--- src/rtl/lb_app_mailbox_pkg.sv ---
// Shared constants for the application-window mailbox: window decode, register
// indices and status-word bit positions.
package lb_app_mailbox_pkg;

   localparam logic [7:0]  LB_WINDOW        = 8'h18;
   localparam logic [31:0] BLOCK_ID_DEFAULT = 32'h4d42_0001;

   localparam logic [2:0] REG_ID      = 3'd0;
   localparam logic [2:0] REG_SCRATCH = 3'd1;
   localparam logic [2:0] REG_STATUS  = 3'd2;
   localparam logic [2:0] REG_FIFO    = 3'd3;
   localparam logic [2:0] REG_TSTAMP  = 3'd4;

   localparam int ST_H2A_LVL_LSB = 0;
   localparam int ST_A2H_LVL_LSB = 8;
   localparam int ST_H2A_OVF     = 16;
   localparam int ST_A2H_OVF     = 17;
   localparam int ST_A2H_UNF     = 18;
   localparam int ST_IRQ_EN      = 24;

endpackage

--- src/rtl/mbox_fifo.sv ---
// Synchronous first-word-fall-through FIFO with level count, full/empty and an
// overflow pulse for a push that had to be dropped.
module mbox_fifo #(
   parameter int W  = 32,
   parameter int AW = 4
) (
   input  logic          clk,
   input  logic          rstn,
   input  logic          push,
   input  logic [W-1:0]  push_data,
   input  logic          pop,
   output logic [W-1:0]  head,
   output logic [AW:0]   level,
   output logic          full,
   output logic          empty,
   output logic          overflow
);

   localparam logic [AW:0]   DEPTH   = {1'b1, {AW{1'b0}}};
   localparam logic [AW:0]   LVL_ONE = (AW+1)'(1);
   localparam logic [AW-1:0] PTR_ONE = AW'(1);

   logic [W-1:0]  mem [2**AW];
   logic [AW-1:0] wr_ptr;
   logic [AW-1:0] rd_ptr;
   logic          pop_ok;
   logic          push_ok;

   assign empty    = (level == '0);
   assign full     = (level == DEPTH);
   assign head     = mem[rd_ptr];

   // A pop frees a slot in the same cycle, so a push onto a full FIFO that is
   // also being popped still lands.
   assign pop_ok   = pop & ~empty;
   assign push_ok  = push & (~full | pop_ok);
   assign overflow = push & ~push_ok;

   always_ff @(posedge clk) begin
      if (push_ok) mem[wr_ptr] <= push_data;
   end

   always_ff @(posedge clk or negedge rstn) begin
      if (!rstn) begin
         wr_ptr <= '0;
         rd_ptr <= '0;
         level  <= '0;
      end else begin
         if (push_ok) wr_ptr <= wr_ptr + PTR_ONE;
         if (pop_ok)  rd_ptr <= rd_ptr + PTR_ONE;
         unique case ({push_ok, pop_ok})
            2'b10:   level <= level + LVL_ONE;
            2'b01:   level <= level - LVL_ONE;
            default: level <= level;
         endcase
      end
   end

endmodule

--- src/rtl/lb_app_mailbox.sv ---
// Application-window local-bus responder: ID/scratch/status registers plus the
// H2A and A2H mailbox FIFOs. Build macro LB_APP_MAILBOX_TIMESTAMP_EN adds register 4.
module lb_app_mailbox
   import lb_app_mailbox_pkg::*;
#(
   parameter int          FIFO_AW  = 4,
   parameter logic [31:0] BLOCK_ID = BLOCK_ID_DEFAULT
) (
   input  logic        lb_clk,
   input  logic        rstn,
   input  logic [23:0] lb_addr,
   input  logic        lb_strobe,
   input  logic        lb_rd,
   input  logic        lb_write,
   input  logic [31:0] lb_data_out,
   output logic [31:0] lb_data_in,
   output logic [31:0] h2a_data,
   output logic        h2a_valid,
   input  logic        h2a_ready,
   input  logic [31:0] a2h_data,
   input  logic        a2h_push,
   output logic        a2h_full,
   output logic        irq
);

   logic             sel;
   logic [2:0]       idx;
   logic             rd_req;
   logic             wr_req;
   logic             stat_wr;
   logic             h2a_push;
   logic             h2a_pop;
   logic             a2h_pop_req;
   logic             a2h_unf_pulse;
   logic [31:0]      h2a_head;
   logic [31:0]      a2h_head;
   logic [FIFO_AW:0] h2a_level;
   logic [FIFO_AW:0] a2h_level;
   logic             h2a_empty;
   logic             a2h_empty;
   logic             h2a_full_unused;
   logic             h2a_ovf_pulse;
   logic             a2h_ovf_pulse;
   logic [12:0]      addr_unused;

   logic [31:0]      scratch;
   logic             irq_en;
   logic             h2a_ovf;
   logic             a2h_ovf;
   logic             a2h_unf;
   logic [31:0]      status_word;
   logic [31:0]      tstamp_word;

   logic             rd_pend;
   logic [2:0]       rd_idx;
   logic [31:0]      rd_fifo_word;
   logic [31:0]      rd_mux;

   assign sel         = (lb_addr[23:16] == LB_WINDOW);
   assign idx         = lb_addr[2:0];
   assign addr_unused = lb_addr[15:3];
   assign rd_req      = lb_strobe & lb_rd & sel;
   assign wr_req      = lb_write & sel;
   assign stat_wr     = wr_req & (idx == REG_STATUS);

   assign h2a_push      = wr_req & (idx == REG_FIFO);
   assign a2h_pop_req   = rd_req & (idx == REG_FIFO);
   assign a2h_unf_pulse = a2h_pop_req & a2h_empty;

   // H2A stream: h2a_data is meaningful whenever h2a_valid is high, and a word
   // transfers on every clock where h2a_valid and h2a_ready are both high;
   // valid never depends on ready.
   assign h2a_pop   = h2a_valid & h2a_ready;
   assign h2a_valid = ~h2a_empty;
   assign h2a_data  = h2a_valid ? h2a_head : '0;
   assign irq       = irq_en & ~a2h_empty;

   mbox_fifo #(.W(32), .AW(FIFO_AW)) u_h2a (
      .clk       (lb_clk),
      .rstn      (rstn),
      .push      (h2a_push),
      .push_data (lb_data_out),
      .pop       (h2a_pop),
      .head      (h2a_head),
      .level     (h2a_level),
      .full      (h2a_full_unused),
      .empty     (h2a_empty),
      .overflow  (h2a_ovf_pulse)
   );

   mbox_fifo #(.W(32), .AW(FIFO_AW)) u_a2h (
      .clk       (lb_clk),
      .rstn      (rstn),
      .push      (a2h_push),
      .push_data (a2h_data),
      .pop       (a2h_pop_req),
      .head      (a2h_head),
      .level     (a2h_level),
      .full      (a2h_full),
      .empty     (a2h_empty),
      .overflow  (a2h_ovf_pulse)
   );

   // Sticky flags: a set arriving in the same cycle as a host clear survives.
   always_ff @(posedge lb_clk or negedge rstn) begin
      if (!rstn) begin
         scratch <= '0;
         irq_en  <= 1'b0;
         h2a_ovf <= 1'b0;
         a2h_ovf <= 1'b0;
         a2h_unf <= 1'b0;
      end else begin
         if (wr_req && (idx == REG_SCRATCH)) scratch <= lb_data_out;
         if (stat_wr) irq_en <= lb_data_out[ST_IRQ_EN];
         h2a_ovf <= (h2a_ovf & ~(stat_wr & lb_data_out[ST_H2A_OVF])) | h2a_ovf_pulse;
         a2h_ovf <= (a2h_ovf & ~(stat_wr & lb_data_out[ST_A2H_OVF])) | a2h_ovf_pulse;
         a2h_unf <= (a2h_unf & ~(stat_wr & lb_data_out[ST_A2H_UNF])) | a2h_unf_pulse;
      end
   end

   always_comb begin
      status_word = '0;
      status_word[ST_H2A_LVL_LSB +: FIFO_AW+1] = h2a_level;
      status_word[ST_A2H_LVL_LSB +: FIFO_AW+1] = a2h_level;
      status_word[ST_H2A_OVF] = h2a_ovf;
      status_word[ST_A2H_OVF] = a2h_ovf;
      status_word[ST_A2H_UNF] = a2h_unf;
      status_word[ST_IRQ_EN]  = irq_en;
   end

`ifdef LB_APP_MAILBOX_TIMESTAMP_EN
   logic [31:0] ts_count;
   logic [31:0] ts_shadow;

   always_ff @(posedge lb_clk or negedge rstn) begin
      if (!rstn) begin
         ts_count  <= '0;
         ts_shadow <= '0;
      end else begin
         ts_count <= ts_count + 32'd1;
         if (a2h_push) ts_shadow <= ts_count;
      end
   end

   assign tstamp_word = ts_shadow;
`else
   assign tstamp_word = '0;
`endif

   // The A2H word is captured at the strobe cycle because that is when the pop
   // commits; everything else is muxed one cycle later from live registers.
   always_ff @(posedge lb_clk or negedge rstn) begin
      if (!rstn) begin
         rd_pend      <= 1'b0;
         rd_idx       <= '0;
         rd_fifo_word <= '0;
      end else begin
         rd_pend      <= rd_req;
         rd_idx       <= idx;
         rd_fifo_word <= a2h_empty ? '0 : a2h_head;
      end
   end

   always_comb begin
      rd_mux = '0;
      unique case (rd_idx)
         REG_ID:      rd_mux = BLOCK_ID;
         REG_SCRATCH: rd_mux = scratch;
         REG_STATUS:  rd_mux = status_word;
         REG_FIFO:    rd_mux = rd_fifo_word;
         REG_TSTAMP:  rd_mux = tstamp_word;
         default:     rd_mux = '0;
      endcase
   end

   always_ff @(posedge lb_clk or negedge rstn) begin
      if (!rstn) begin
         lb_data_in <= '0;
      end else if (rd_pend) begin
         lb_data_in <= rd_mux;
      end
   end

endmodule
--- config.mk ---
export PLATFORM = sky130hd
export DESIGN_NAME = lb_app_mailbox
export DESIGN_NICKNAME = d
export VERILOG_FILES = /design/src/rtl/lb_app_mailbox_pkg.sv /design/src/rtl/mbox_fifo.sv /design/src/rtl/lb_app_mailbox.sv
export SDC_FILE = /design/constraint.sdc
export NUM_CORES = 1
export LEC_CHECK = 0
export BUFFER_PORTS_ARGS = -buffer_cell sky130_fd_sc_hd__buf_2
export CAP_MARGIN = 10
export CORE_ASPECT_RATIO = 1.75
export CORE_UTILIZATION = 40
export CTS_CLUSTER_SIZE = 28
export DETAILED_ROUTE_END_ITERATION = 8
export GPL_TIMING_DRIVEN = 0
export PLACE_DENSITY = 0.64
export SYNTH_ARGS = -nofsm -noshare
export SYNTH_HDL_FRONTEND = slang
export SYNTH_SLANG_ARGS = --single-unit
--- constraint.sdc ---
create_clock -name lb_clk -period 8.42 [get_ports lb_clk]
set_clock_uncertainty 0.2 [all_clocks]
set_input_delay 1.263 -clock lb_clk [delete_from_list [all_inputs] [get_ports lb_clk]]
set_output_delay 1.263 -clock lb_clk [all_outputs]
set_load 0.02 [all_outputs]
# After elaboration in Yosys (flattened, before gate mapping)
# Memory sizes are Yosys's and may differ from the RTL's.
# Cells that the tools add are included.
[op_classes]
n_addsub = 8
n_mul = 0
n_div = 0
order_cmp = 0
eq_ne = 13
shift = 0
n_mux = 9
bitwise = 35
n_reduce_logical = 6
[op_table]
columns = ["operator", "count"]
rows = [
  ["32-bit case mux with 4 select lines", 1],
  ["32-bit two-way mux", 2],
  ["1-bit AND", 21],
  ["5-bit case mux with 2 select lines", 2],
  ["4-bit by 1-bit adder with 4-bit output (second input constant)", 4],
  ["3-bit by 2-bit == test with 1-bit output (second input constant)", 4],
  ["5-bit by 1-bit adder with 5-bit output (second input constant)", 2],
  ["5-bit == test (second input constant)", 2],
  ["5-bit logical NOT", 2],
  ["5-bit by 1-bit subtractor with 5-bit output (second input constant)", 2],
  ["1-bit NOT", 9],
  ["8-bit by 5-bit == test with 1-bit output (second input constant)", 1],
  ["3-bit by 1-bit == test with 1-bit output (second input constant)", 2],
  ["1-bit OR", 5],
  ["2-bit by 1-bit == test with 1-bit output (second input constant)", 2],
  ["2-bit == test (second input constant)", 2],
  ["1-bit two-way mux", 4],
  ["2-bit nonzero test", 2],
  ["3-bit logical NOT", 1],
  ["1-bit logical AND", 1],
]
[word_totals]
reg_bits = 130
latch_bits = 0
ram_bits = 1024
rom_bits = 0
in_bits = 95
out_inout_bits = 67
word_cells = 88
memories = 2
[mem_list]
columns = ["name", "depth", "word_bits", "read_ports", "rd_ports_with_merged_regs", "wr", "line_no", "text"]
rows = [
  ["u_a2h.mem", 16, 32, 1, 0, 1, "mbox_fifo.sv:23", "logic [W-1:0] mem [2**AW];"],
  ["u_h2a.mem", 16, 32, 1, 0, 1, "mbox_fifo.sv:23", ""],
]

# Depth between registers and ports, before layout
[depth]
ltp_word = 9
mapped_depth = 12
mapped_depth_nobuf = 10

# Hierarchy
# From an unflattened synthesis, not the netlist that was laid out.
[unflattened]
hier_cells = 2160
area_unflattened_um2 = 44682.9
[by_module_without_submodules]
columns = ["module", "instances", "cells_per_inst", "area_each_um2", "seq_area_each_um2"]
rows = [
  ["mbox_fifo", 2, 894, 20020.5, 15700.1],
  ["lb_app_mailbox", 1, 372, 4642.0, 2602.5],
]

# Worst setup path after synthesis
# No wires, ideal clock.
[synth_path]
path_type = "input -> register"
startpoint = "in lb_addr[21]"
endpoint = "mem u_h2a.mem[2][0], enable pin"
setup_ps = 461
t_arrival_ps = 4473
required_time_ps = 7759
setup_slack_ps = 3286
path_stages = 6
n_path_buf = 1
path_cell_list = "nor4b_2 -> and4_1 -> and3_1 -> buf_6 -> nand2_1 -> nor3_1"
[synth_between]
elab_chain_cells = 6
[synth_lines]
columns = ["item", "line_no", "text"]
rows = [
  ["start: declaration", "lb_app_mailbox.sv:11", "input logic [23:0] lb_addr,"],
  ["8-bit by 5-bit == test with 1-bit output", "lb_app_mailbox.sv:59", "assign sel = (lb_addr[23:16] == LB_WINDOW);"],
  ["1-bit AND", "lb_app_mailbox.sv:63", "assign wr_req = lb_write & sel;"],
  ["1-bit AND", "lb_app_mailbox.sv:66", "assign h2a_push = wr_req & (idx == REG_FIFO);"],
  ["1-bit AND", "mbox_fifo.sv:36", "assign push_ok = push & (~full | pop_ok);"],
  ["1-bit two-way mux", "mbox_fifo.sv:40", "if (push_ok) mem[wr_ptr] <= push_data;"],
  ["1-bit two-way mux (not written as such)", "mbox_fifo.sv:40", ""],
  ["end: declaration", "mbox_fifo.sv:23", ""],
]
# No other way between the ends.

# Worst setup path in the final report
[layout_path]
startpoint = "reg u_h2a.rd_ptr[1]"
endpoint = "out h2a_data[25]"
[layout_between]
elab_chain_cells = 2
[layout_lines]
columns = ["item", "line_no", "text"]
rows = [
  ["start: declaration", "mbox_fifo.sv:25", "logic [AW-1:0] rd_ptr;"],
  ["start signal: assignment", "mbox_fifo.sv:50", "if (pop_ok) rd_ptr <= rd_ptr + PTR_ONE;"],
  ["memory read 16 x 32 bit", "-", ""],
  ["32-bit two-way mux", "lb_app_mailbox.sv:75", "assign h2a_data = h2a_valid ? h2a_head : '0;"],
  ["end: declaration", "lb_app_mailbox.sv:17", "output logic [31:0] h2a_data,"],
]
# No other way between the ends.

==> metrics.md <==
| Metric | Value |
|---|---|
| DR WL/cell | `28.20 um` |
| Port bufs | `147` |
| Synth Area per Inst | `22.55 sq um` |
| Post-route ant nets | `0` |
| Filler Cell Count | `9,001` |
| Initial core utilization | `0.4042` |
| Core area | `110,200 sq um` |
| CTS Buf Count | `102` |
| CP Launch Type | `flip-flop` |
| Net Sw Frac | `0.2612` |
| Global-route wire length before repair | `156.3 mm` |
| Synth Area in Compound Gates | `0.01051` |
| Final worst path period need | `around 5.2 ns` |
| Place WS | `3.679 ns` |
| # IOs | `about 160` |
| CTS Buffer Depth | `3` |
| Worst hold path class | `input port to async pin` |
| Initial antenna violation count | `15` |
| Overall routing resource usage | `0.1951` |
| Max Fclk | `0.1928 GHz` |
| Routing usage on met1 | `0.2186` |
| Async SR Flop Fraction | `0.1127` |
| Post-cts resize count | `0` |
| Sinks on the clock net | `between 1,000 and 1,500` |
| Power share of the clock group | `0.339` |
| Count of nets after finishing | `roughly 2,400` |
| Logic gate share of total power | `0.197` |
| Worst setup margin | `3.234 ns` |
| Most used flip-flop cell after synthesis | `edfxtp_1` |
| Seq/Total Area, Yosys | `0.7633` |
| Detailed placement HPWL | `approximately 73 mm` |
| Rel. slew slack | `0.2954` |
| Number of H-tree levels | `3` |
| TritonRoute pass-1 iters | `5` |
| Maximum VDD drop | `about 0.16 mV` |
| Post-synth EDFFs | `1,024` |
| Register area | `34,000 sq um` |
| Vias in the first global route | `22,800` |
| Post-Syn Area | `44,540 sq um` |
| Vias | `20,950` |
| Leakage Power | `about 17 nW` |
| WP data required | `between 6 and 7 ns` |
| Status | `finished, final reports clean` |
| Postcts setup bufs | `0` |
| Chip Height | `443.5 um` |
| Slew Limit Fails | `0` |
| Layout cells sized above 1 | `0.3226` |
| Unrepaired setup endpoints after global routing | `false` |
| Final hold viol count | `0` |
| Worst-path clk slew | `roughly 0.070 ns` |
| MaxCap Viol Count | `0` |
| Post-Synth XOR/XNOR Area | `0.003736` |
| Total internal power | `10.67 mW` |
| Synth Area in Simple Gates | `0.02320` |
| CP Class | `flip-flop to output pin` |
| Area growth from synthesis to layout | `15.85%` |
| FP Rows | `between 150 and 200` |
| Cell variety after synth | `between 40 and 50` |
| Largest net degree at the start of global routing | `99` |
| # hold bufs at CTS | `0` |
| Final setup vio count | `0` |
| Reg power frac | `0.464` |
| #FFs+latches synth | `1,154` |
| Slew @ Worst Pin | `1.057 ns` |
| Die area | `~110,000 sq um` |
| Final WL | `108.0 mm` |
| Residual DRC | `0` |
| Total power | `14.45 mW` |
| Met3 Use GR | `0.04128` |
| Hold WS | `0.2635 ns` |
| Utilization after layout | `0.4683` |
| Remaining Overflow, GRT | `0` |
| Crit. End Element | `output pin` |
| Area of the multi-input gates | `10,010 sq um` |
| PD cells | `280.0 nW/um^2` |
| Met2 usage | `0.3550` |
| Main combinational cell family by area after synthesis | `multiplexers` |
| Synth Area in Adders | `0.005393` |
| Synth warnings | `0` |
| Initial DRC Count | `1,921` |
| Worst Path Max Fanout | `10` |
| Gpl congestion | `0.8080` |
| Synth Instances | `between 1,500 and 2,000` |
| Clk_lat worst skew | `about 0.7 ns` |
| CTS tree | `yes` |
| Critical Path AT | `3.72 ns` |
| Most used routing layer | `met2` |
| CTS root buf | `clkbuf_16` |
| Tcrit/Tclk final | `0.6159` |
| Syn Nets | `~2,100` |
| Vias per inst | `around 5.5` |
| Post-synthesis mux area share | `0.1790` |
| Final non-filler cell total | `approximately 3,800` |
| Sw power | `3.774 mW` |
| Die width | `254.3 um` |
| Post-placement cell count | `3,634` |
## final cells by class
class | count | share of cell area
multi-input combinational | 677 | 0.1940
timing repair buffer | 193 | 0.03043
tap | 1467 | 0.03557
clock buffer | 135 | 0.05526
buffer | 105 | 0.009990
antenna | 4 | 0.0001940
sequential | 1154 | 0.6589
clock inverter | 56 | 0.01280
inverter | 39 | 0.002837
## placed cells by master (no fill, tap or decap), types with 17 or more instances in the layout
| cell | count |
|---|---|
| buf_1 | 19 |
| buf_12 | 23 |
| buf_2 | 156 |
| buf_4 | 17 |
| buf_6 | 21 |
| clkbuf_1 | 73 |
| clkbuf_16 | 106 |
| dfrtp_1 | 130 |
| edfxtp_1 | 1024 |
| inv_1 | 38 |
| mux2_1 | 32 |
| mux2_2 | 19 |
| mux2i_1 | 19 |
| mux4_2 | 320 |
| nand2_1 | 27 |
| nor2b_1 | 72 |
| o22ai_1 | 25 |
## per-layer routing
layer / routed length [um] / part of all wire / vias to the layer above
met5: 133 / 0.0012 / -
met2: 59340 / 0.55 / 762
met1: 37140 / 0.34 / 11150
met3: 7651 / 0.071 / 232
met4: 3736 / 0.035 / 22
li1: - / - / 8785
## registers in the layout (all words and copies together), names as in the netlist, 3 cells and up
name	cells
lb_data_in	32
u_h2a.rd_ptr	4
u_a2h.rd_ptr	4
rd_idx	3
u_a2h.mem	512
u_h2a.level	5
u_a2h.wr_ptr	4
u_a2h.level	5
u_h2a.wr_ptr	4
scratch	32
u_h2a.mem	512
rd_fifo_word	32
## metrics by stage
step,area (sq um),TNS [ns]
2_1_floorplan,44540,0
3_3_place_gp,47120,-19.21
3_5_place_dp,48060,0
4_1_cts,51580,0
5_1_grt,51590,0
6_report,51600,0
## synth_stat cells, types with 6 or more instances
library cell | number | share of area
dfrtp_1 | 130 | 0.073
buf_1 | 19 | 0.0016
nor2_1 | 25 | 0.0021
buf_2 | 10 | 0.0011
inv_1 | 38 | 0.0032
and2_1 | 13 | 0.0018
buf_4 | 17 | 0.0029
edfxtp_1 | 1024 | 0.69
o22ai_1 | 25 | 0.0035
mux2_2 | 19 | 0.0048
mux2_1 | 32 | 0.0081
a211oi_1 | 7 | 0.0012
a21oi_1 | 7 | 0.00079
nand2_1 | 27 | 0.0023
a22oi_1 | 11 | 0.0019
clkbuf_1 | 53 | 0.0045
ha_1 | 16 | 0.0045
and3_1 | 7 | 0.00098
mux4_2 | 320 | 0.16
o21ai_0 | 6 | 0.00067
xnor2_1 | 14 | 0.0028
buf_6 | 6 | 0.0015
nand4_1 | 6 | 0.00084
nor2b_1 | 72 | 0.010
mux2i_1 | 19 | 0.0043
## power by group through the flow
stage | clock [mW] | sequential, mW | combinational, mW
global route | 5.17 | 6.72 | 3.05
floorplan | 0 | 6.78 | 1.91
global placement | 0 | 6.81 | 2.80
CTS | 4.97 | 6.70 | 2.92
finish | 4.90 | 6.70 | 2.85
detailed placement | 0 | 6.82 | 2.91
## kinds of logic (layout without fill, tap and decap cells)
| kind of cell | after synthesis | after routing |
|---|---|---|
| compound gates | 72 | 72 |
| mux | 390 | 390 |
| other cells | 0 | 4 |
| simple gates | 178 | 178 |
| xor+xnor | 19 | 19 |
| flops | 1154 | 1154 |
| fa+ha+maj | 18 | 18 |
| buf+inv | 144 | 528 |
## path summary, 6_finish.rpt
| check | from | end | slack, ns | cells after the start |
|---|---|---|---|---|
| max | u_h2a.rd_ptr[1]$_DFFE_PN0P_ | h2a_data[25] | 3.23 | 6 |
| min | rstn | scratch[5]$_DFFE_PN0P_ | 0.26 | 1 |
| max reg2reg | u_a2h.level[1]$_DFFE_PN0P_ | u_a2h.level[4]$_DFFE_PN0P_ | 5.09 | 10 |
| min reg2reg | scratch[17]$_DFFE_PN0P_ | scratch[17]$_DFFE_PN0P_ | 0.30 | 1 |
| max in group asynchronous | rstn | lb_data_in[21]$_DFFE_PN0P_ | 6.93 | 2 |
| min in group lb_clk | scratch[17]$_DFFE_PN0P_ | scratch[17]$_DFFE_PN0P_ | 0.30 | 1 |
## critical path: stages, from the launching register on
cell and delay (ns):
dfrtp_1 0.51, clkbuf_1 0.44, buf_1 0.73, mux4_2 0.42, mux4_2 0.46, nor2b_1 0.22
buf_2 0.25
(Power assumes the default switching activity.)
